### src/rtl/cnn_sched_pkg.sv
// -----------------------------------------------------------------------------
// cnn_sched_pkg
// Shared definitions for the CNN layer scheduler: FSM state encoding, layer
// index constants, config field widths and the fixed per-layer configuration
// of the microgreen classifier network.
// -----------------------------------------------------------------------------
package cnn_sched_pkg;

  typedef enum logic [1:0] {
    ST_IDLE,
    ST_RUN,
    ST_RESULT,
    ST_ERROR
  } state_e;

  localparam int LAYER_W    = 3;
  localparam int CH_W       = 5;
  localparam int DIM_W      = 6;
  localparam int WBASE_W    = 11;
  localparam int NUM_LAYERS = 7;

  localparam logic [LAYER_W-1:0] L_CONV1  = 3'd0;
  localparam logic [LAYER_W-1:0] L_POOL1  = 3'd1;
  localparam logic [LAYER_W-1:0] L_CONV2  = 3'd2;
  localparam logic [LAYER_W-1:0] L_POOL2  = 3'd3;
  localparam logic [LAYER_W-1:0] L_GAP    = 3'd4;
  localparam logic [LAYER_W-1:0] L_DENSE1 = 3'd5;
  localparam logic [LAYER_W-1:0] L_OUT    = 3'd6;

  typedef struct packed {
    logic [CH_W-1:0]    in_ch;
    logic [CH_W-1:0]    out_ch;
    logic [DIM_W-1:0]   dim;
    logic [WBASE_W-1:0] wbase;
  } layer_cfg_t;

  localparam layer_cfg_t CFG_CONV1  = '{in_ch: 5'd1,  out_ch: 5'd8,  dim: 6'd32, wbase: 11'd0};
  localparam layer_cfg_t CFG_POOL1  = '{in_ch: 5'd8,  out_ch: 5'd8,  dim: 6'd32, wbase: 11'd0};
  localparam layer_cfg_t CFG_CONV2  = '{in_ch: 5'd8,  out_ch: 5'd16, dim: 6'd16, wbase: 11'd80};
  localparam layer_cfg_t CFG_POOL2  = '{in_ch: 5'd16, out_ch: 5'd16, dim: 6'd16, wbase: 11'd0};
  localparam layer_cfg_t CFG_GAP    = '{in_ch: 5'd16, out_ch: 5'd16, dim: 6'd8,  wbase: 11'd0};
  localparam layer_cfg_t CFG_DENSE1 = '{in_ch: 5'd16, out_ch: 5'd8,  dim: 6'd1,  wbase: 11'd1248};
  localparam layer_cfg_t CFG_OUT    = '{in_ch: 5'd8,  out_ch: 5'd1,  dim: 6'd1,  wbase: 11'd1384};

endpackage

### src/rtl/cnn_layer_rom.sv
// -----------------------------------------------------------------------------
// cnn_layer_rom
// Combinational lookup from layer index to its engine configuration.
// Ports:
//   layer  in  layer index 0..6 (out-of-range indices return all zeros)
//   cfg    out {in_ch, out_ch, dim, wbase} for that layer
// -----------------------------------------------------------------------------
module cnn_layer_rom
  import cnn_sched_pkg::*;
(
  input  logic [LAYER_W-1:0] layer,
  output layer_cfg_t         cfg
);

  always_comb begin
    cfg = '0;
    case (layer)
      L_CONV1:  cfg = CFG_CONV1;
      L_POOL1:  cfg = CFG_POOL1;
      L_CONV2:  cfg = CFG_CONV2;
      L_POOL2:  cfg = CFG_POOL2;
      L_GAP:    cfg = CFG_GAP;
      L_DENSE1: cfg = CFG_DENSE1;
      L_OUT:    cfg = CFG_OUT;
      default:  cfg = '0;
    endcase
  end

endmodule

### src/rtl/cnn_layer_scheduler.sv
// -----------------------------------------------------------------------------
// cnn_layer_scheduler
// Steps the shared layer engine through CONV1..OUT for one loaded frame,
// guards every layer with a timeout, and hands the class/confidence to the
// consumer over a valid/ack handshake.
// Ports:
//   clk, rst_n                 clock, asynchronous active-low reset
//   frame_ready / frame_ack    frame loaded (level) / frame accepted (pulse)
//   abort                      synchronous clear back to IDLE
//   eng_start, eng_layer,
//   eng_in_ch, eng_out_ch,
//   eng_dim, eng_wbase         layer start pulse plus its configuration
//   eng_done, eng_class,
//   eng_conf                   layer complete; class/conf valid at layer 6
//   result_valid/_class/_conf  held result, released by result_ack
//   busy, error                inference in progress / sticky timeout
// Optional build macro CNN_PERF_CNT_EN adds perf_cycles: RUN cycles from
// frame_ack to result, saturating.
// -----------------------------------------------------------------------------
module cnn_layer_scheduler
  import cnn_sched_pkg::*;
#(
  parameter int TIMEOUT_CYCLES = 4096,
  parameter int CNT_W          = 16
) (
  input  logic               clk,
  input  logic               rst_n,
  input  logic               frame_ready,
  output logic               frame_ack,
  input  logic               abort,
  output logic               eng_start,
  output logic [LAYER_W-1:0] eng_layer,
  output logic [CH_W-1:0]    eng_in_ch,
  output logic [CH_W-1:0]    eng_out_ch,
  output logic [DIM_W-1:0]   eng_dim,
  output logic [WBASE_W-1:0] eng_wbase,
  input  logic               eng_done,
  input  logic               eng_class,
  input  logic [7:0]         eng_conf,
  output logic               result_valid,
  output logic               result_class,
  output logic [7:0]         result_conf,
  input  logic               result_ack,
  output logic               busy,
  output logic               error
`ifdef CNN_PERF_CNT_EN
  ,
  output logic [CNT_W-1:0]   perf_cycles
`endif
);

  localparam logic [CNT_W-1:0] TMO_LAST = CNT_W'(TIMEOUT_CYCLES - 1);

  state_e             state_q, state_d;
  logic [LAYER_W-1:0] layer_q, layer_d;
  layer_cfg_t         cfg_q, cfg_d;
  logic [CNT_W-1:0]   tmo_q, tmo_d;
  logic               frame_ack_q, frame_ack_d;
  logic               eng_start_q, eng_start_d;
  logic               busy_q, busy_d;
  logic               result_valid_q, result_valid_d;
  logic               result_class_q, result_class_d;
  logic [7:0]         result_conf_q, result_conf_d;
  logic               error_q, error_d;
`ifdef CNN_PERF_CNT_EN
  logic [CNT_W-1:0]   perf_cnt_q, perf_cnt_d;
  logic [CNT_W-1:0]   perf_cycles_q, perf_cycles_d;

  function automatic logic [CNT_W-1:0] sat_inc(input logic [CNT_W-1:0] v);
    return (&v) ? v : v + 1'b1;
  endfunction
`endif

  logic [LAYER_W-1:0] rom_idx;
  layer_cfg_t         rom_cfg;
  logic               done_ok;

  // Config for the layer about to be started: layer 0 out of IDLE,
  // otherwise the successor of the running layer.
  assign rom_idx = (state_q == ST_RUN) ? layer_q + 3'd1 : L_CONV1;

  cnn_layer_rom u_rom (
    .layer (rom_idx),
    .cfg   (rom_cfg)
  );

  // A done coinciding with the start pulse belongs to no started layer.
  assign done_ok = eng_done && !eng_start_q;

  always_comb begin
    state_d        = state_q;
    layer_d        = layer_q;
    cfg_d          = cfg_q;
    tmo_d          = tmo_q;
    frame_ack_d    = 1'b0;
    eng_start_d    = 1'b0;
    busy_d         = busy_q;
    result_valid_d = result_valid_q;
    result_class_d = result_class_q;
    result_conf_d  = result_conf_q;
    error_d        = error_q;
`ifdef CNN_PERF_CNT_EN
    perf_cnt_d     = perf_cnt_q;
    perf_cycles_d  = perf_cycles_q;
`endif

    if (abort) begin
      state_d        = ST_IDLE;
      layer_d        = L_CONV1;
      tmo_d          = '0;
      busy_d         = 1'b0;
      result_valid_d = 1'b0;
      error_d        = 1'b0;
    end else begin
      case (state_q)
        ST_IDLE: begin
          if (frame_ready && !result_valid_q && !error_q) begin
            state_d     = ST_RUN;
            frame_ack_d = 1'b1;
            eng_start_d = 1'b1;
            busy_d      = 1'b1;
            layer_d     = L_CONV1;
            cfg_d       = rom_cfg;
            tmo_d       = '0;
`ifdef CNN_PERF_CNT_EN
            perf_cnt_d  = '0;
`endif
          end
        end
        ST_RUN: begin
`ifdef CNN_PERF_CNT_EN
          perf_cnt_d = sat_inc(perf_cnt_q);
`endif
          if (done_ok) begin
            if (layer_q == L_OUT) begin
              state_d        = ST_RESULT;
              busy_d         = 1'b0;
              result_valid_d = 1'b1;
              result_class_d = eng_class;
              result_conf_d  = eng_conf;
`ifdef CNN_PERF_CNT_EN
              perf_cycles_d  = sat_inc(perf_cnt_q);
`endif
            end else begin
              eng_start_d = 1'b1;
              layer_d     = layer_q + 3'd1;
              cfg_d       = rom_cfg;
              tmo_d       = '0;
            end
          end else if (tmo_q == TMO_LAST) begin
            state_d = ST_ERROR;
            busy_d  = 1'b0;
            error_d = 1'b1;
          end else begin
            tmo_d = tmo_q + 1'b1;
          end
        end
        ST_RESULT: begin
          if (result_ack) begin
            state_d        = ST_IDLE;
            result_valid_d = 1'b0;
          end
        end
        ST_ERROR: begin
          state_d = ST_ERROR;
        end
        default: state_d = ST_IDLE;
      endcase
    end
  end

  always_ff @(posedge clk or negedge rst_n) begin
    if (!rst_n) begin
      state_q        <= ST_IDLE;
      layer_q        <= '0;
      cfg_q          <= '0;
      tmo_q          <= '0;
      frame_ack_q    <= 1'b0;
      eng_start_q    <= 1'b0;
      busy_q         <= 1'b0;
      result_valid_q <= 1'b0;
      result_class_q <= 1'b0;
      result_conf_q  <= '0;
      error_q        <= 1'b0;
`ifdef CNN_PERF_CNT_EN
      perf_cnt_q     <= '0;
      perf_cycles_q  <= '0;
`endif
    end else begin
      state_q        <= state_d;
      layer_q        <= layer_d;
      cfg_q          <= cfg_d;
      tmo_q          <= tmo_d;
      frame_ack_q    <= frame_ack_d;
      eng_start_q    <= eng_start_d;
      busy_q         <= busy_d;
      result_valid_q <= result_valid_d;
      result_class_q <= result_class_d;
      result_conf_q  <= result_conf_d;
      error_q        <= error_d;
`ifdef CNN_PERF_CNT_EN
      perf_cnt_q     <= perf_cnt_d;
      perf_cycles_q  <= perf_cycles_d;
`endif
    end
  end

  assign frame_ack    = frame_ack_q;
  assign eng_start    = eng_start_q;
  assign eng_layer    = layer_q;
  assign eng_in_ch    = cfg_q.in_ch;
  assign eng_out_ch   = cfg_q.out_ch;
  assign eng_dim      = cfg_q.dim;
  assign eng_wbase    = cfg_q.wbase;
  assign busy         = busy_q;
  assign result_valid = result_valid_q;
  assign result_class = result_class_q;
  assign result_conf  = result_conf_q;
  assign error        = error_q;
`ifdef CNN_PERF_CNT_EN
  assign perf_cycles  = perf_cycles_q;
`endif

endmodule

### config.mk
export PLATFORM = sky130hd
export DESIGN_NAME = cnn_layer_scheduler
export DESIGN_NICKNAME = d
export VERILOG_FILES = /design/src/rtl/cnn_sched_pkg.sv /design/src/rtl/cnn_layer_rom.sv /design/src/rtl/cnn_layer_scheduler.sv
export SDC_FILE = /design/constraint.sdc
export NUM_CORES = 1
export LEC_CHECK = 0
export CORE_ASPECT_RATIO = 2
export CORE_UTILIZATION = 43
export DETAILED_ROUTE_END_ITERATION = 16
export PLACE_DENSITY = 0.75
export RECOVER_POWER = 100
export SETUP_SLACK_MARGIN = 0.4
export SYNTH_ARGS = -nofsm -noshare
export SYNTH_HDL_FRONTEND = slang
export SYNTH_SLANG_ARGS = --single-unit
### constraint.sdc
create_clock -name clk -period 2.7 [get_ports clk]
set_input_delay 0.54 -clock clk [delete_from_list [all_inputs] [get_ports clk]]
set_output_delay 0.54 -clock clk [all_outputs]
set_load 0.03 [all_outputs]
# Word level (Yosys, flattened, before mapping)
# Cells that the tools add are included.
dict set report word_totals {
  latchBits 0
  output_inout_bits 44
  ram_bits 0
  mem_count 0
  word_cells 108
  inputBits 15
  ff_bits 62
  rom_bits 0
}
dict set report classes {
  mux 46
  add_sub_neg 2
  div 0
  n_mul 0
  bitwise 1
  shifts 0
  n_reduce_logical 21
  magnitude_cmp 0
  eq_ne 24
}
# op count
set op_table {}
lappend op_table {{27-bit case mux with 7 select lines} 1}
lappend op_table {{27-bit 2-to-1 mux} 3}
lappend op_table {{16-bit 2-to-1 mux} 5}
lappend op_table {{27-bit case mux with 2 select lines} 1}
lappend op_table {{16-bit case mux with 2 select lines} 1}
lappend op_table {{4-bit AND reduction} 6}
lappend op_table {{1-bit 2-to-1 mux} 19}
lappend op_table {{16-bit by 1-bit adder with 16-bit output (second input constant)} 1}
lappend op_table {{16-bit by 12-bit == test with 1-bit output (second input constant)} 1}
lappend op_table {{3-bit 2-to-1 mux} 5}
lappend op_table {{3-bit == test (second input constant)} 4}
lappend op_table {{2-bit 2-to-1 mux} 6}
lappend op_table {{3-bit != test (second input constant)} 4}
lappend op_table {{2-bit != test (second input constant)} 4}
lappend op_table {{4-bit by 3-bit != test with 1-bit output (second input constant)} 2}
lappend op_table {{4-bit != test (second input constant)} 2}
lappend op_table {{2-bit case mux with 4 select lines} 1}
lappend op_table {{3-bit by 2-bit == test with 1-bit output (second input constant)} 2}
lappend op_table {{1-bit case mux with 2 select lines} 3}
lappend op_table {{3-bit case mux with 2 select lines} 1}
lappend op_table {{2-bit nonzero test} 3}
lappend op_table {{3-bit nonzero test} 2}
lappend op_table {{5-bit AND reduction} 1}
lappend op_table {{2-bit == test (second input constant)} 2}
lappend op_table {{other kinds (10)} 14}

# Depth between registers and ports, before layout
# Gate-level depths: netlist (run 1).
dict set report logic_depth {
  depth_word 7
  depth_mapped 7
}

# Cells and area by module
# A second synthesis (run 1) with hierarchy kept.
dict set report hier_totals {
  hier_cells 273
  area_unflattened_um2 3004.1
}
# module area_each_um2 cells_per_inst seq_area_each_um2 n_inst
set modules_own_cells {}
lappend modules_own_cells {cnn_layer_scheduler 2782.7 239 1551.5 1}
lappend modules_own_cells {cnn_layer_rom 221.5 34 0.0 1}

# Worst setup path after synthesis (run 1)
# OpenSTA, ideal clock, no wires.
dict set report synth_timing {
  path_type {reg2reg}
  start {reg layer_q[0], in the netlist eng_layer[0]}
  end {reg cfg_q (netlist bit eng_dim[5])}
  stages_incl_launch_ff 8
  period_less_slack_ns 2.323
  path_buffers 1
  slack_ns 0.377
  arrival_time_ns 2.198
  path_cell_list {dfrtp_1 > inv_1 > ha_1 > nand2_1 > a31oi_1 > nor3_1 > buf_6 > mux2_2}
}
dict set report synth_via {
  elab_chain_len 7
  word_cells_on_any_way 17
  cone_classes {1 x add/sub; 8 x eq/ne; 6 x mux; 2 x reduce/logical}
}
# element line
set synth_rtl {}
lappend synth_rtl {{start: declaration} cnn_layer_scheduler.sv:55} ;# logic [LAYER_W-1:0] layer_q, layer_d;
lappend synth_rtl {{start signal: assignment} cnn_layer_scheduler.sv:191} ;# layer_q <= layer_d;
lappend synth_rtl {{3-bit by 1-bit adder with 3-bit output} cnn_layer_scheduler.sv:80} ;# assign rom_idx = (state_q == ST_RUN) ? layer_q + 3'd1 : L_CONV1;
lappend synth_rtl {{3-bit 2-to-1 mux} cnn_layer_scheduler.sv:80}
lappend synth_rtl {{3-bit == test, or another cell as far along} cnn_layer_rom.sv:17} ;# case (layer)
lappend synth_rtl {{27-bit case mux with 7 select lines} cnn_layer_rom.sv:17}
lappend synth_rtl {{27-bit 2-to-1 mux} cnn_layer_scheduler.sv:135} ;# if (layer_q == L_OUT) begin
lappend synth_rtl {{27-bit 2-to-1 mux} cnn_layer_scheduler.sv:134} ;# if (done_ok) begin
lappend synth_rtl {{27-bit case mux with 2 select lines} cnn_layer_scheduler.sv:115} ;# case (state_q)
lappend synth_rtl {{end signal: assignment} cnn_layer_scheduler.sv:192} ;# cfg_q <= cfg_d;
lappend synth_rtl {{end: declaration} cnn_layer_scheduler.sv:56} ;# layer_cfg_t cfg_q, cfg_d;
# Parallel ways exist; a longest one is shown, timed or not. The select of a mux whose other input is x is not followed.
# A chain may end at the register's enable or synchronous reset.

# Worst setup path after layout (run 1)
dict set report layout_timing {
  start {in abort}
  end {reg tmo_q[15]}
}
dict set report layout_via {
  elab_chain_len 2
  word_cells_on_any_way 6
  cone_classes {3 x eq/ne; 1 x mux; 2 x reduce/logical}
}
# element line
set layout_rtl {}
lappend layout_rtl {{start: declaration} cnn_layer_scheduler.sv:30} ;# input logic abort,
lappend layout_rtl {{4-bit != test (no source line), or another cell as far along} n/a}
lappend layout_rtl {{4-bit AND reduction (no source line)} n/a}
lappend layout_rtl {{end signal: assignment} cnn_layer_scheduler.sv:193} ;# tmo_q <= tmo_d;
lappend layout_rtl {{end: declaration} cnn_layer_scheduler.sv:57} ;# logic [CNT_W-1:0] tmo_q, tmo_d;
# Parallel ways exist; a longest one is shown, timed or not.

==> results of run 1 <==
-- Yosys cell counts (6+ instances only) --
library cell | n | area, um^2
inv_1 | 14 | 52.55
nor3_1 | 6 | 30.03
a21oi_1 | 16 | 80.08
o21ai_0 | 8 | 40.04
nor2_1 | 9 | 33.78
nand4_1 | 6 | 37.54
nand2_1 | 16 | 60.06
dfrtp_1 | 48 | 1201
nand3_1 | 11 | 55.05
mux2_2 | 22 | 247.7
a31oi_1 | 10 | 62.56
buf_4 | 14 | 105.1
-- layout make-up --
type,count,area share
Tap cell,61,0.02411
Timing Repair Buffer,56,0.1656
Multi-Input combinational cell,174,0.3652
Inverter,14,0.01660
Clock buffer,5,0.03953
Clock inverter,1,0.009486
Sequential cell,48,0.3794
-- worst paths after layout --
path,slack [ns],end,start,cells past startpoint
worst max-delay path,0.34,tmo_q[15],abort,5
worst min-delay path,0.49,result_conf[0],rst_n,1
worst max register to register,0.39,busy,tmo_q[0],5
worst min register to register,0.50,result_conf[0],result_conf[0],1
max in group asynchronous,0.89,tmo_q[12],rst_n,2
min in group clk,0.50,result_conf[0],result_conf[0],1
-- cells by family after synthesis --
group           Yosys count
compound gates           55
xor+xnor                  1
fa+ha+maj                 3
buf+inv                  41
flops                    48
mux                      24
other cells               1
simple gates             81
-- metal layers --
layer  track usage  routed length [um]  vias up  part of all wire
met5             0                   0        -                 0
met4        0.1138                 187        0             0.032
met3       0.03967                 252       13             0.043
met2        0.3647                3266       63              0.56
met1        0.2089                2160     1025              0.37
li1              -                   -      987                 -
-- registers in the layout (all words and copies together), names as in the netlist, 2 cells and up --
register	count
eng_layer	3
eng_dim	4
result_conf	8
eng_in_ch	3
state_q	2
eng_out_ch	3
eng_wbase	3
tmo_q	16
-- worst max-delay path, stage by stage --
cell,delay [ns]
dlygate4sd3_1,0.56
or3b_1,0.46
nand2b_1,0.35
or4_1,0.57
nand3_1,0.10
-- per-stage QoR --
| stage | setup WS [ns] | instance area [um^2] | power, uW | cells |
|---|---|---|---|---|
| after CTS | 0.4593 | 3181 | 1708 | 359 |
| after detailed placement | 0.1533 | 3025 | 1020 | 353 |
| after global routing | 0.2448 | 3166 | 1736 | 359 |
| after floorplan | 0.5478 | 2589 | 932.6 | 263 |
| after global placement | 0.2201 | 3025 | 1014 | 353 |
| final | 0.3415 | 3166 | 1684 | 359 |
-- power groups by stage --
| stage | registers [uW] | logic, uW | clock network [uW] |
|---|---|---|---|
| after global routing | 774 | 248 | 715 |
| after floorplan | 808 | 125 | 0 |
| after global placement | 781 | 233 | 0 |
| final | 771 | 230 | 684 |
| after detailed placement | 783 | 237 | 0 |
| after CTS | 771 | 239 | 698 |
-- cells in the final DEF, fill, tap and decap left out, types with 3 or more instances in the layout --
cell type         n
nor3_1            5
o21ai_0           9
o211ai_1          5
mux2_2           22
o221ai_1          3
a21oi_1          16
dfrtp_1          48
a31oi_1          10
clkdlybuf4s50_1  11
ha_1              3
or4_1             3
buf_4             5
dlygate4sd3_1    36
inv_1            14
and3_1            4
nand2b_1          4
conb_1           10
nor2_1            9
clkbuf_16         5
clkbuf_1          3
nand4_1           6
nand2_1          16
or3_1             5
nand3_1          11
nor4_1            4
-- repair_timing --
item,4_1_cts,5_1_grt
buffers inserted,0,0
hold buffers,0,0
endpoints found under the setup margin,0,6
endpoints found under the hold margin,0,0
resized for setup,0,2
==> out/metrics.csv, run 1 <==
stage,metric,value,unit
final_layout,register_area,1201,um^2
yosys,synthCells,254,
final_layout,fin_util,0.5545,
sta,min_period,2.358,ns
floorplan,start_util,0.4466,
floorplan,die_y,110.9,um
sta,rsz0062_at_grt,no,
yosys,synthMuxAreaShare,0.1050,
power_and_ir_drop,p_leak,0.001439,uW
placement,gp_congestion,0.8780,
setup_path,start_kind,input port,
sta,hold_ws,0.4914,ns
yosys,ys_ff_latch,48,
yosys,synth.cell_area,2550,um^2
yosys,syn_area_per_cell,10.04,um^2
global_routing,grt_max_degree,24,
global_routing,antenna_found_initial,0,
clocking,clock_latency,0.29,ns
yosys,synthAdderAreaFrac,0.01472,
setup_path,arrival,2.59,ns
route,via_per_inst,5.816,
clocking,clock-sinks,48,
sta,fin_crit_sh,0.8735,
yosys,synth_compound_area_frac,0.1369,
power_and_ir_drop,ir_worst_vdd,542.9,uV
sta,slew_violations,0,
placement,hpwl,4259,um
floorplan,io_pins,59,
power_and_ir_drop,p_sw,427.0,uW
placement,portBuffers,48,
sta,fmax,424.0,MHz
power_and_ir_drop,powerDensity,532.1,nW/um^2
route,drt-total-wl,5865,um
yosys,yosys_warnings,0,
yosys,async_flop_share,1.000,
yosys,seq_area_frac_synth,0.4711,
sta,skew,0.004234,ns
sta,setup_viol,0,
global_routing,grt_pass1_wl,10010,um
yosys,synth_edf_count,0,
global_routing,grt.overflow.total,0,
yosys,ys_types,48,
power_and_ir_drop,swShare,0.2535,
route,ant_nets,0,
power_and_ir_drop,power_frac_clock,0.406,
worst_hold_path,hp-class,in -> async,
sta,tns,0,ns
global_routing,grt_pass1_vias,2163,
clocking,clkTransAtPathRegs,0.06,ns
setup_path,path_class,in -> reg,
final_layout,fin_nets,317,
clocking,h-tree-depth,2,
sta,relSlewSlack,0.1711,
final_layout,drive_gt1_frac,0.1309,
final_layout,diodes,0,
route,firstDrtPassIters,4,
power_and_ir_drop,internal_power,1257,uW
power_and_ir_drop,power_frac_seq,0.458,
power_and_ir_drop,pwr-share-comb,0.136,
flow_run,maxCapViolations,0,
final_layout,area.growth.synth_to_final,24.14,%
floorplan,fp.dieArea,6261,um^2
clocking,cts_tree,done,
setup_path,critical_path_required,2.93,ns
route,wl_per_cell,16.34,um
sta,worst_pin_slew,1.243,ns
floorplan,num_rows,39,
route,vias,2088,
global_routing,groute.usage.overall,0.2021,
floorplan,die-width,56.45,um
clocking,numCtsBuffers,5,
route,first_iter_violations,55,
final_layout,fillers,491,
setup_path,cp_max_fo,10,
sta,finalHoldViolations,0,
outcome,status,"finished, final reports clean",
clocking,clk_path_buf_depth,2,
yosys,synth_flop_cell,dfrtp_1,
yosys,synth_simple_gate_area_frac,0.1781,
clocking,cts-root-buf,clkbuf_16,
setup_path,cp-end-kind,register,
yosys,synthXorXnorAreaFrac,0.003435,
yosys,synth_top_family_by_area,simple AND/OR/NAND/NOR gates,
route,drc,0,
final_layout,multi_input_area,1156,um^2
floorplan,core_area,5709,um^2
Note: power is estimated with default switching activity, not from simulation.
==> run 2, diff against run 1 <==
MAX_ROUTING_LAYER = met4   (was default)
==> run 2 against run 1 <==
Cell count is the same. Sequential cell count is the same. Highest routed layer unchanged. Largest power group unchanged. Critical path depth is the same. Clock skew grew 0.0011 ns. Combinational power is essentially flat. Largest cell class unchanged.
==> out/metrics.csv, run 2 (synthesis results as in run 1) <==
stage,metric,value,unit
floorplan,start_util,0.4466,
floorplan,core_area,5709,um^2
final_layout,final_cell_mix,"48 x dfrtp_1, 36 x dlygate4sd3_1, 22 x mux2_2",
sta,min_period,2.360,ns
final_layout,finalNonFillerCells,359,
setup_path,path_class,in -> reg,
clocking,clk_path_buf_depth,2,
global_routing,groute.usage.overall,0.2077,
setup_path,critical_path_required,2.93,ns
route,ant_nets,0,
final_layout,largest_register,tmo_q,
sta,fmax,423.8,MHz
final_layout,fin_nets,317,
sta,fin_crit_sh,0.8740,
worst_hold_path,hp-class,in -> async,
final_layout,diodes,0,
outcome,status,"finished, final reports clean",
sta,finalHoldViolations,0,
sta,worst_pin_slew,1.243,ns
global_routing,antenna_found_initial,0,
route,via_per_inst,5.825,
sta,tns,0,ns
setup_path,reg2reg_depth,5,
setup_path,worstPathCellList,"dlygate4sd3_1, or3b_1, nand2b_1, or4_1, nand3_1",
clocking,cts-root-buf,clkbuf_16,
final_layout,drive_gt1_frac,0.1309,
global_routing,grt_pass1_vias,2161,
clocking,clock_latency,0.29,ns
final_layout,stdcell_area,3166,um^2
floorplan,fp.dieArea,6261,um^2
placement,hpwl,4259,um
power_and_ir_drop,powerDensity,531.2,nW/um^2
global_routing,grt_pass1_wl,10010,um
route,drc,0,
sta,setup_viol,0,
route,wl_per_cell,16.19,um
setup_path,start_kind,input port,
route,vias,2091,
setup_path,arrival,2.58,ns
clocking,clock-sinks,48,
setup_path,cp_max_fo,10,
setup_path,worst-path-buf-inv,1,
clocking,h-tree-depth,2,
placement,dp_cells,353,
final_layout,largest_reg_flops,16,
final_layout,mostFrequentLayoutCell,dfrtp_1,
sta,relSlewSlack,0.1711,
clocking,clkTransAtPathRegs,0.06,ns
placement,portBuffers,48,
clocking,numCtsBuffers,5,
floorplan,num_rows,39,
setup_path,cp-end-kind,register,
sta,hold_ws,0.4944,ns
setup_path,crit_family,simple AND/OR/NAND/NOR gates,
global_routing,grt_max_degree,24,
route,drt-total-wl,5813,um
floorplan,die-width,56.45,um
route,firstDrtPassIters,4,
sta,skew,0.005372,ns
final_layout,multi_input_area,1156,um^2
power_and_ir_drop,p_leak,0.001439,uW
placement,gp_congestion,0.8926,
floorplan,io_pins,59,
route,first_iter_violations,47,
global_routing,grt.overflow.total,0,
setup_path,r2r_slack,0.41,ns
final_layout,fillers,491,
final_layout,area.growth.synth_to_final,24.14,%
floorplan,die_y,110.9,um
setup_path,cp_slowest_cell,or4_1,
clocking,cts_tree,done,
sta,slew_violations,0,
setup_path,cpPeakStageDelay,0.57,ns
setup_path,path_depth,5,
final_layout,register_area,1201,um^2
placement,postPlaceCellArea,3025,um^2
flow_run,maxCapViolations,0,
sta,rsz0062_at_grt,no,
power_and_ir_drop,ir_worst_vdd,536.5,uV
run 2: repair_timing:
action / 4_1_cts / 5_1_grt
setup buffers: 0 / 0
hold buffers: 0 / 0
resized for setup: 0 / 2
setup endpoints to repair: 0 / 6
run 2: final timing paths:
check | to | from
hold / removal | result_conf[0] | rst_n
max in group asynchronous | tmo_q[8] | rst_n
setup / recovery | tmo_q[15] | abort
min in group clk | result_conf[0] | result_conf[0]
hold reg to reg | result_conf[0] | result_conf[0]
setup reg to reg | busy | tmo_q[0]
run 2: per-layer routing:
layer | vias to the layer above | global-route usage | wire length, um
met5 | - | - | 0
met4 | 0 | 0.1138 | 170
met3 | 13 | 0.03734 | 192
met2 | 50 | 0.3647 | 3281
met1 | 1039 | 0.2104 | 2170
li1 | 989 | - | -
run 2: through the flow:
stage               power [uW]  worst slack (ns)  utilization
floorplan                932.6            0.5478            -
global placement          1014            0.2201       0.5299
detailed placement        1020            0.1533       0.5299
CTS                       1708            0.4593       0.5571
global route              1736            0.2448       0.5545
finish                    1682            0.3402       0.5545
run 2: area by class of cell:
| class | count | share of cell area |
|---|---|---|
| sequential | 48 | 0.3794 |
| multi-input combinational | 174 | 0.3652 |
| clock inverter | 1 | 0.009486 |
| timing repair buffer | 56 | 0.1656 |
| clock buffer | 5 | 0.03953 |
| tap | 61 | 0.02411 |
| inverter | 14 | 0.01660 |
run 2: report_power, final:
group / switching, uW / total (uW) / internal (uW) / leakage [uW]
combinational: 145 / 230 / 85.3 / 0.000713
sequential: 24.6 / 770 / 746 / 0.000651
clock: 255 / 681 / 426 / 0.0000757
